$ cat src/rtl/datapath_seq_ctrl_pkg.sv
// Shared types and constants for the register/ALU datapath sequencer.
package datapath_seq_pkg;

    localparam int DEF_DATA_W = 16;
    localparam int DEF_MS_W   = 3;

    // Register-file locations selected by W1.
    localparam logic REG_LOC_A = 1'b0;
    localparam logic REG_LOC_B = 1'b1;

    typedef enum logic [2:0] {
        IDLE   = 3'd0,
        LOAD_A = 3'd1,
        LOAD_B = 3'd2,
        EXEC   = 3'd3,
        DONE   = 3'd4
    } seq_state_t;

endpackage

$ cat src/rtl/datapath_seq_ctrl_if.sv
// Request, result and datapath-control signals of the sequencer.
//
// Handshakes: a transfer happens on a rising edge where valid and ready
// are both high. The sender holds valid and its payload stable until that
// edge; ready may be raised or lowered freely and never depends on valid.
//
// modport slave  : the sequencer (accepts requests, drives results and
//                  the datapath control pins).
// modport master : the environment (issues requests, consumes results,
//                  returns the datapath ALU output).
interface datapath_seq_ctrl_if
    import datapath_seq_pkg::*;
#(
    parameter int DATA_W = DEF_DATA_W,
    parameter int MS_W   = DEF_MS_W
);
    logic              req_valid;
    logic              req_ready;
    logic [DATA_W-1:0] req_a;
    logic [DATA_W-1:0] req_b;
    logic [MS_W-1:0]   req_op;

    logic              res_valid;
    logic              res_ready;
    logic [DATA_W-1:0] res_data;
    logic [MS_W-1:0]   res_op;

    logic [DATA_W-1:0] dp_din;
    logic              dp_we;
    logic              dp_w1;
    logic [MS_W-1:0]   dp_ms;
    logic [DATA_W-1:0] dp_alu_out;

    modport slave (
        input  req_valid, req_a, req_b, req_op, res_ready, dp_alu_out,
        output req_ready, res_valid, res_data, res_op,
               dp_din, dp_we, dp_w1, dp_ms
    );

    modport master (
        output req_valid, req_a, req_b, req_op, res_ready, dp_alu_out,
        input  req_ready, res_valid, res_data, res_op,
               dp_din, dp_we, dp_w1, dp_ms
    );

endinterface

$ cat src/rtl/datapath_seq_ctrl.sv
// Sequencer for the 2-entry register file / ALU datapath: loads A into
// location 0, B into location 1, runs the ALU op and buffers the result
// until the consumer takes it. All outputs come straight from flops.
// Optional macro DATAPATH_SEQ_CTRL_PERF_EN adds a saturating op_cnt
// counter of completed result handshakes.
module datapath_seq_ctrl
    import datapath_seq_pkg::*;
#(
    parameter int DATA_W = DEF_DATA_W,
    parameter int MS_W   = DEF_MS_W
) (
    input  logic                CLK,
    input  logic                RST,
    datapath_seq_ctrl_if.slave  bus,
    output seq_state_t          state_dbg
`ifdef DATAPATH_SEQ_CTRL_PERF_EN
    ,output logic [15:0]        op_cnt
`endif
);

    seq_state_t        state_q, state_d;
    logic [DATA_W-1:0] a_q, a_d, b_q, b_d;
    logic [MS_W-1:0]   op_q, op_d;

    logic              req_ready_q, req_ready_d;
    logic              res_valid_q, res_valid_d;
    logic [DATA_W-1:0] res_data_q, res_data_d;
    logic [MS_W-1:0]   res_op_q, res_op_d;

    logic [DATA_W-1:0] dp_din_q, dp_din_d;
    logic              dp_we_q, dp_we_d;
    logic              dp_w1_q, dp_w1_d;
    logic [MS_W-1:0]   dp_ms_q, dp_ms_d;

    logic req_fire;
    logic res_fire;

    assign req_fire = bus.req_valid & req_ready_q;
    assign res_fire = res_valid_q & bus.res_ready;

    // Next state, operand latches, result buffer and the registered
    // datapath controls (decoded from the state being entered).
    always_comb begin
        state_d     = state_q;
        a_d         = a_q;
        b_d         = b_q;
        op_d        = op_q;
        res_valid_d = res_valid_q;
        res_data_d  = res_data_q;
        res_op_d    = res_op_q;

        unique case (state_q)
            IDLE: begin
                if (req_fire) begin
                    a_d     = bus.req_a;
                    b_d     = bus.req_b;
                    op_d    = bus.req_op;
                    state_d = LOAD_A;
                end
            end
            LOAD_A: state_d = LOAD_B;
            LOAD_B: state_d = EXEC;
            EXEC: begin
                res_data_d  = bus.dp_alu_out;
                res_op_d    = op_q;
                res_valid_d = 1'b1;
                state_d     = DONE;
            end
            DONE: begin
                if (res_fire) begin
                    res_valid_d = 1'b0;
                    state_d     = IDLE;
                end
            end
            default: state_d = IDLE;
        endcase

        req_ready_d = (state_d == IDLE);
        dp_we_d     = (state_d == LOAD_A) || (state_d == LOAD_B);
        dp_w1_d     = (state_d == LOAD_B) ? REG_LOC_B : REG_LOC_A;
        dp_din_d    = (state_d == LOAD_A) ? a_d :
                      (state_d == LOAD_B) ? b_d : '0;
        dp_ms_d     = (state_d == IDLE) ? '0 : op_d;
    end

    // State, latches and output registers; reset aborts any operation.
    always_ff @(posedge CLK) begin
        if (RST) begin
            state_q     <= IDLE;
            a_q         <= '0;
            b_q         <= '0;
            op_q        <= '0;
            req_ready_q <= 1'b1;
            res_valid_q <= 1'b0;
            res_data_q  <= '0;
            res_op_q    <= '0;
            dp_din_q    <= '0;
            dp_we_q     <= 1'b0;
            dp_w1_q     <= 1'b0;
            dp_ms_q     <= '0;
        end else begin
            state_q     <= state_d;
            a_q         <= a_d;
            b_q         <= b_d;
            op_q        <= op_d;
            req_ready_q <= req_ready_d;
            res_valid_q <= res_valid_d;
            res_data_q  <= res_data_d;
            res_op_q    <= res_op_d;
            dp_din_q    <= dp_din_d;
            dp_we_q     <= dp_we_d;
            dp_w1_q     <= dp_w1_d;
            dp_ms_q     <= dp_ms_d;
        end
    end

    assign bus.req_ready = req_ready_q;
    assign bus.res_valid = res_valid_q;
    assign bus.res_data  = res_data_q;
    assign bus.res_op    = res_op_q;
    assign bus.dp_din    = dp_din_q;
    assign bus.dp_we     = dp_we_q;
    assign bus.dp_w1     = dp_w1_q;
    assign bus.dp_ms     = dp_ms_q;
    assign state_dbg     = state_q;

`ifdef DATAPATH_SEQ_CTRL_PERF_EN
    logic [15:0] op_cnt_q;

    // Count consumed results, sticking at all-ones.
    always_ff @(posedge CLK) begin
        if (RST) begin
            op_cnt_q <= '0;
        end else if (res_fire && (op_cnt_q != 16'hFFFF)) begin
            op_cnt_q <= op_cnt_q + 16'd1;
        end
    end

    assign op_cnt = op_cnt_q;
`endif

endmodule

$ cat src/flat_wrapper.sv
// flat-port wrapper written by rule: the top's interface ports become plain ports
module datapath_seq_ctrl_flat import datapath_seq_pkg::*;
#(
    parameter int DATA_W = DEF_DATA_W,
    parameter int MS_W   = DEF_MS_W
)
  (CLK, RST, state_dbg, bus_req_valid, bus_req_a, bus_req_b, bus_req_op, bus_res_ready, bus_dp_alu_out, bus_req_ready, bus_res_valid, bus_res_data, bus_res_op, bus_dp_din, bus_dp_we, bus_dp_w1, bus_dp_ms);
  datapath_seq_ctrl_if #(.DATA_W(DATA_W), .MS_W(MS_W)) bus_i ();
  input  logic CLK;
  input  logic RST;
  output seq_state_t state_dbg;
  input wire logic [$bits(bus_i.req_valid)-1:0] bus_req_valid;
  input wire logic [$bits(bus_i.req_a)-1:0] bus_req_a;
  input wire logic [$bits(bus_i.req_b)-1:0] bus_req_b;
  input wire logic [$bits(bus_i.req_op)-1:0] bus_req_op;
  input wire logic [$bits(bus_i.res_ready)-1:0] bus_res_ready;
  input wire logic [$bits(bus_i.dp_alu_out)-1:0] bus_dp_alu_out;
  output wire logic [$bits(bus_i.req_ready)-1:0] bus_req_ready;
  output wire logic [$bits(bus_i.res_valid)-1:0] bus_res_valid;
  output wire logic [$bits(bus_i.res_data)-1:0] bus_res_data;
  output wire logic [$bits(bus_i.res_op)-1:0] bus_res_op;
  output wire logic [$bits(bus_i.dp_din)-1:0] bus_dp_din;
  output wire logic [$bits(bus_i.dp_we)-1:0] bus_dp_we;
  output wire logic [$bits(bus_i.dp_w1)-1:0] bus_dp_w1;
  output wire logic [$bits(bus_i.dp_ms)-1:0] bus_dp_ms;
  assign bus_i.req_valid = bus_req_valid;
  assign bus_i.req_a = bus_req_a;
  assign bus_i.req_b = bus_req_b;
  assign bus_i.req_op = bus_req_op;
  assign bus_i.res_ready = bus_res_ready;
  assign bus_i.dp_alu_out = bus_dp_alu_out;
  assign bus_req_ready = bus_i.req_ready;
  assign bus_res_valid = bus_i.res_valid;
  assign bus_res_data = bus_i.res_data;
  assign bus_res_op = bus_i.res_op;
  assign bus_dp_din = bus_i.dp_din;
  assign bus_dp_we = bus_i.dp_we;
  assign bus_dp_w1 = bus_i.dp_w1;
  assign bus_dp_ms = bus_i.dp_ms;
  datapath_seq_ctrl #(.DATA_W(DATA_W), .MS_W(MS_W)) u_core (.CLK(CLK), .RST(RST), .bus(bus_i), .state_dbg(state_dbg));
endmodule
$ cat config.mk
export PLATFORM = sky130hd
export DESIGN_NAME = datapath_seq_ctrl_flat
export DESIGN_NICKNAME = d
export VERILOG_FILES = /design/src/rtl/datapath_seq_ctrl_pkg.sv /design/src/rtl/datapath_seq_ctrl_if.sv /design/src/rtl/datapath_seq_ctrl.sv /design/src/flat_wrapper.sv
export SDC_FILE = /design/constraint.sdc
export NUM_CORES = 1
export LEC_CHECK = 0
export CAP_MARGIN = 20
export CORE_MARGIN = 8
export CORE_UTILIZATION = 38
export CTS_BUF_LIST = sky130_fd_sc_hd__clkbuf_8
export DETAILED_ROUTE_END_ITERATION = 8
export GPL_TIMING_DRIVEN = 0
export MAX_ROUTING_LAYER = met4
export PLACE_DENSITY_LB_ADDON = 0.1
export REMOVE_ABC_BUFFERS = 1
export SYNTH_ARGS = -nofsm -noshare
export SYNTH_HDL_FRONTEND = slang
export SYNTH_SLANG_ARGS = --single-unit
export TNS_END_PERCENT = 1
$ cat constraint.sdc
create_clock -name CLK -period 2.4 [get_ports CLK]
set_input_delay 0.36 -clock CLK [delete_from_list [all_inputs] [get_ports CLK]]
set_output_delay 0.36 -clock CLK [all_outputs]
set_load 0.1 [all_outputs]
-- After elaboration in Yosys (flattened, before gate mapping)
Index checks and enable logic that the tools add are counted.
- register bits: 80
- input bits: 55
- output and inout bits: 45
- word-level logic and storage cells: 41
- eq/ne operators: 7
- multiplexer cells: 14
- bitwise logic cells: 2
- reduce and logical (&&, ||, !) cells: 6
- operators by type and width (kind ; number):
    $mux 16 ; 6
    $pmux 3 s5 ; 1
    $mux 3 ; 4
    $eq 3x2->1 const B ; 3
    $eq 3x1->1 const B ; 2
    $logic_not 3->1 ; 2
    $eq 3x3->1 const B ; 1
    $and 1x1->1 ; 2
    $mux 1 ; 2
    $ne 2x1->1 const B ; 1
    $pmux 1 s2 ; 1
    $reduce_and 2->1 ; 1
    $reduce_bool 2->1 ; 1
    $reduce_or 2->1 ; 1
    $logic_or 1x1->1 ; 1

-- Depth between registers and ports, before layout
Gate-level depths: netlist of the first run.
- depth after elaboration: 6
- depth in mapped cells: 6

-- Least setup slack after synthesis of the first run
OpenSTA, ideal clock, no wires.
- path type: register to register
- from: reg u_core.state_q[0], in the netlist u_core.state_dbg[0]
- to: reg u_core.req_ready_q, in the netlist u_core.bus.req_ready
- library setup time: 115 ps
- arrival time: 1864 ps
- path slack: 421 ps
- cell stages (with the launch flop): 5
- clock period less this slack: 1979 ps
- path through: dfxtp_1 > buf_4 > a211oi_1 > a2111o_1 > and2_1
- longest elaborated chain between the ends: 3
- elaborated cells between the ends (all ways): 9
- classes of those cells: eq/ne (4); mux (3); reduce/logical (2)
- ends and longest elaborated chain (item ; RTL line ; source):
    start, declared ; datapath_seq_ctrl.sv:21 ; seq_state_t state_q, state_d;
    start signal, assigned ; datapath_seq_ctrl.sv:102 ; state_q <= state_d;
    $eq 3x3->1, or another cell as far along ; datapath_seq_ctrl.sv:52 ; unique case (state_q)
    $pmux 3 s5 * ; datapath_seq_ctrl.sv:52 ;
    $logic_not 3->1 * ; datapath_seq_ctrl.sv:78 ; req_ready_d = (state_d == IDLE);
    end signal, assigned ; datapath_seq_ctrl.sv:106 ; req_ready_q <= req_ready_d;
    end, declared ; datapath_seq_ctrl.sv:25 ; logic req_ready_q, req_ready_d;
Every way passes the cells marked *; elsewhere a longest branch is shown, timed or not.
A chain may end at the register's enable or synchronous reset.

-- Worst setup path in the final report of the first run
- from: reg u_core.req_ready_q, in the netlist u_core.bus.req_ready
- to: out bus_req_ready
- RTL lines (item ; RTL line ; source):
    end, declared ; flat_wrapper.sv:18 ; output wire logic [$bits(bus_i.req_ready)-1:0] bus_req_ready;
No word-level cell between the ends.

==> impl_results.md, run 1 <==
- Outcome: finished clean
- Final min period: ~2300 ps
- Post-route cell area: 3520 µm²
- Core footprint: 5960 µm²
- CP Cell Sequence: clkdlybuf4s50_1
- Worst hold start: u_core.bus.res_data[8]
- Largest stage delay, worst path: 1180 ps
- Post-DP HPWL: 4.41 mm
- CP max stage cell: clkdlybuf4s50_1
- Setup TNS: 0 ps
- CTS max path bufs: 2
- RSZ-0062 raised after global routing: no
- Crit path launch type: flop
- CTS tree: done
- Final core utilization: 0.592
- Distinct cells, synth: 34
- Worst-Skew Late Latency: 330 ps
- Final total power: 3120 µW
- Dominant synthesized flop cell: dfxtp_1
- Tightest Hold Check Type: flop to flop
- CTS buffer count: 9
- Port bufs: between 90 and 100
- Area added between synthesis and finish: 49.7%
- Gr usage total: 0.152
- Most frequent cells in the layout: clkdlybuf4s50_1 (95), dfxtp_1 (63), a21oi_1 (41), nand2_1 (40)
- TritonCTS Sinks: 64
- CP Launch Point: u_core.bus.req_ready
- Wirelength, routed: 6.53 mm
- VDD IR-drop max: 497 µV
- Vias in the first global route: just under 2000
- DRT Pass-1 Iters: 4
- Yosys warning count: 0
- Worst Setup End Kind: output port
- Gr ovfl total: 0
- Layout filler cell count: 514
- Final hold vios: 0
- Area after DPL: 3310 µm²
- Final setup viols: 0
- Register area share after synthesis: 0.544
- Die width: 94.7 µm
- Post-synthesis async set-or-reset flop share: 0
- Post-synth EDFFs: 0
- Critical path buffers and inverters: 1
- DR iter-0 viols: 87
- Final period util: 0.949
- Post-synthesis instance total: 249
- Wire per inst: 15.7 µm
- WS Path Type: flop to output port
- CP Max Fanout: 5
- Max-slew violation count: 0
- Die Ht: between 90 and 100 µm
- Nets: 390
- Top Family by Delay on Critical Path: buffers and inverters
- Hold Slack: 452 ps
- Vias: 2086
- Seq cells post-synth: 64
- Max Clock Skew: 5.73 ps
- N_diodes: 0
- Power per Cell Area: 885 nW/µm²
- Full die area: between 8000 and 9000 µm²
- Post-DR vias/cell: just over 5
- Post-CTS Setup Bufs: 0
- Mean Syn Cell Area: approximately 9.5 µm²
- Clock-pin slew on the worst setup and hold paths: 70 ps
- Hold_buf cts: 0
- Final antenna-violating net count: 0
- Slew Limit Headroom: 0.335
- First-pass GRT wire length: 10.2 mm
- Synthesized area: 2350 µm²
- Number of max-cap violations: 0
- Worst Path Required: 2040 ps
- Max Fclk: 439 MHz
- Slew @ Worst Pin: between 900 and 1000 ps
- P_leak: roughly 0.0013 µW
- Commonest non-fill, non-tap cell in the layout: clkdlybuf4s50_1
- R2R Path Start: u_core.state_dbg[1]
- Core Rows: 28
- Root Driver: clkbuf_8
- Maximum number of pins on one net before global-route repair: 33
- Initial antenna violation count: 0
- DRC errors left: 0
- Share of cells above drive strength 1: 0.100
- H-tree Lvls: 3
- Routability Congestion: 0.702
- # IOs: 100
- Data arrival, critical path: about 1900 ps
- Initial core utilization: 0.395
[registers in the layout (all words and copies together) (netlist names)]
name / count
u_core.bus.req_ready: 1
u_core.b_q: 16
u_core.bus.res_op: 3
u_core.state_dbg: 3
u_core.bus.dp_w1: 1
u_core.bus.res_data: 16
u_core.op_q: 3
u_core.bus.dp_ms: 3
u_core.bus.res_valid: 1
u_core.bus.dp_we: 1
u_core.bus.dp_din: 16
[path summary, 6_finish.rpt]
check        slack (ps)                      to  depth (start not counted)
max reg2reg         220   u_core.bus.dp_din[14]                          3
max                 120           bus_req_ready                          1
min                 450  u_core.bus.res_data[8]                          2
min reg2reg         450  u_core.bus.res_data[8]                          2
[layout make-up]
class	instances	area [µm²]	area share
clock buffer	10	138	0.0390
clock inverter	6	76.3	0.0217
inverter	2	7.51	0.00213
multi-input combinational	157	917	0.260
sequential	64	1280	0.364
tap	75	93.8	0.0266
timing repair buffer	101	1010	0.286
[worst min-delay path, delay by kind of cell, from the launching register on]
| kind | cells | cell delay, ps |
|---|---|---|
| compound gates | 1 | 50 |
| flops | 1 | 310 |
| simple gates | 1 | 50 |
[cells in the mapped netlist, types with 2 or more instances]
master	instances	area, µm²
nand3_1	19	95.1
buf_4	3	22.5
a21oi_1	41	205
buf_2	10	50.1
o21ai_0	19	95.1
a22o_2	9	90.1
nand2_1	40	150
clkbuf_1	7	26.3
dfxtp_1	64	1280
buf_6	4	45.0
a22oi_1	3	22.5
a22o_1	7	61.3
a211oi_1	2	15.0
[layer usage]
metal	wire, µm	up-vias	GRT usage
li1	-	1047	-
met5	0	-	-
met2	3160	65	0.235
met4	45	0	0.0624
met1	2910	969	0.183
met3	418	5	0.0397
[logic make-up after synthesis]
family | count (synthesis) | synth area share
AO/OA/AOI/OAI | 84 | 0.219
buffers and inverters | 28 | 0.0723
AND/OR/NAND/NOR | 72 | 0.160
flip-flops | 64 | 0.544
XOR/XNOR | 1 | 0.00372
[what timing repair did]
item                       4_1_cts  5_1_grt
cloned                           0        0
resized for setup                5        2
pin swaps                        0        0
setup endpoints to repair       42        1
[power by group]
group	internal (µW)	total, µW	switching, µW
Sequential	1160	1240	79.1
Clock	601	998	397
Combinational	274	885	612
[per-stage QoR]
step           std cells  setup WS, ps
2_1_floorplan        223          -266
3_3_place_gp         397          -801
3_5_place_dp         399          -417
4_1_cts              415          47.9
5_1_grt              415          9.25
6_report             415           121
Power figures use the tool's default switching activity.
==> run 2: changes to the inputs <==
--- a/config.mk
+++ b/config.mk
@@ -5,7 +5,7 @@
 export SDC_FILE = /design/constraint.sdc
 export NUM_CORES = 1
 export LEC_CHECK = 0
-export CAP_MARGIN = 20
+export CAP_MARGIN = 15
 export CORE_MARGIN = 8
 export CORE_UTILIZATION = 38
 export CTS_BUF_LIST = sky130_fd_sc_hd__clkbuf_8
==> results of run 2 <==
Same layout as run 1: the final DEF is identical, and so are final timing and power.
==> run 3: changes to the inputs <==
--- a/config.mk
+++ b/config.mk
@@ -7,7 +7,7 @@
 export LEC_CHECK = 0
 export CAP_MARGIN = 15
 export CORE_MARGIN = 8
-export CORE_UTILIZATION = 38
+export CORE_UTILIZATION = 47
 export CTS_BUF_LIST = sky130_fd_sc_hd__clkbuf_8
 export DETAILED_ROUTE_END_ITERATION = 8
 export GPL_TIMING_DRIVEN = 0
==> impl_results.md, run 3 (synthesized netlist as in run 1, its figures left out) <==
- Die width: 86.8 µm
- Clock-pin slew on the worst setup and hold paths: 70 ps
- Reg2Reg Setup Slack: around 270 ps
- Layout filler cell count: roughly 390
- Post-DP HPWL: 4.43 mm
- Hold_buf cts: 0
- Worst-Skew Late Latency: around 330 ps
- Share of cells above drive strength 1: 0.0885
- Worst Setup End Kind: output port
- FF/Latch Area: 1280 µm²
- Final total power: 2840 µW
- Post-DR vias/cell: 5.18
- TritonCTS Sinks: 64
- Data arrival, critical path: approximately 2000 ps
- Full die area: 7530 µm²
- Nets: ~400
- Max-slew violation count: 0
- Top Family by Delay on Critical Path: buffers and inverters
- RSZ-0062 raised after global routing: no
- Outcome: finished clean
- Initial antenna violation count: 0
- Final min period: between 2000 and 2500 ps
- Max Fclk: roughly 430 MHz
- Hold Crit Depth: 2
- Slew Limit Headroom: 0.328
- Critical path buffers and inverters: 1
- Wirelength, routed: 6.47 mm
- Wire per inst: between 15 and 20 µm
- Final setup viols: 0
- CTS tree: done
- First-pass GRT wire length: about 10 mm
- Footprint of the multi-input gates: 917 µm²
- Final core utilization: 0.721
- Maximum number of pins on one net before global-route repair: 48
- Area added between synthesis and finish: 46.6%
- CP max stage cell: dlygate4sd2_1
- N_diodes: 0
- CTS max path bufs: 2
- Vias in the first global route: 1959
- VDD IR-drop max: roughly 540 µV
- Post-route cell area: 3450 µm²
- Port bufs: just under 100
- Root Driver: clkbuf_8
- Gr ovfl total: 0
- WS Path Type: flop to output port
- # IOs: 100
- DRC errors left: 0
- Core footprint: 4790 µm²
- Largest stage delay, worst path: 920 ps
- Most frequent cells in the layout: clkdlybuf4s50_1 (95), dfxtp_1 (63), a21oi_1 (41), nand2_1 (40)
- Number of max-cap violations: 0
- Initial core utilization: 0.492
- Core Rows: 25
- Final hold vios: 0
- Area after DPL: about 3300 µm²
- CP Max Fanout: 32
- DRT Pass-1 Iters: 4
- CP Cell Sequence: dlygate4sd2_1
- CTS buffer count: 9
- Routability Congestion: around 0.72
- R2R cell count: 3
- Commonest non-fill, non-tap cell in the layout: clkdlybuf4s50_1
- Vias: 2105
- Critical path depth: 1
- Die Ht: 86.8 µm
- Tightest Hold Check Type: flop to flop
- Crit path launch type: flop
- P_leak: 0.00125 µW
- DR iter-0 viols: 155
- Power per Cell Area: 823 nW/µm²
- Final period util: 0.969
- Gr usage total: 0.174
- Worst Path Required: 2040 ps
- Slew @ Worst Pin: 1000 ps
- H-tree Lvls: 3
- Max Clock Skew: roughly 8.6 ps
- Final antenna-violating net count: 0
## run 3: cell count changes in the layout (fill, tap and decap cells not counted), sizes merged
cell	delta
bufinv	-2
clkbuf	-2
inv	+2
dlygate4sd2	+1
## run 3: per-layer routing
layer | track usage | routed length (µm)
met1 | 0.198 | 2780
met2 | 0.277 | 3110
met3 | 0.0491 | 466
met4 | 0.0845 | 110
met5 | - | 0
## run 3: what timing repair did
action,in CTS,in global routing
setup buffers,0,0
endpoints found under the setup margin,25,0
resized for setup,5,0
## run 3: cell type report
class | count | area share
sequential | 64 | 0.372
timing repair buffer | 101 | 0.294
multi-input combinational | 157 | 0.266
clock buffer | 9 | 0.0359
tap | 67 | 0.0243
clock inverter | 6 | 0.00689
inverter | 2 | 0.00217
## run 3: per-stage QoR
step	TNS, ps	std cells	hold slack (ps)	setup WS (ps)
floorplan	-4460	223	422	-266
global placement	-24240	389	434	-709
detailed placement	-6350	391	445	-390
CTS	0	406	449	52.2
global route	0	406	465	14.9
finish	0	406	444	75.4
## run 3: power by group
group	internal, µW	leakage, µW	switching [µW]
Combinational	274	0.000636	608
Clock	348	0.0000953	374
Sequential	1160	0.000521	78.4
Total	1780	0.00125	1060
## run 3: worst paths after layout
path / from / to
worst max-delay path: u_core.state_dbg[0] / state_dbg[0]
worst min-delay path: u_core.op_q[1] / u_core.bus.res_op[1]
worst max register to register: u_core.state_dbg[1] / u_core.bus.dp_din[7]
worst min register to register: u_core.op_q[1] / u_core.bus.res_op[1]
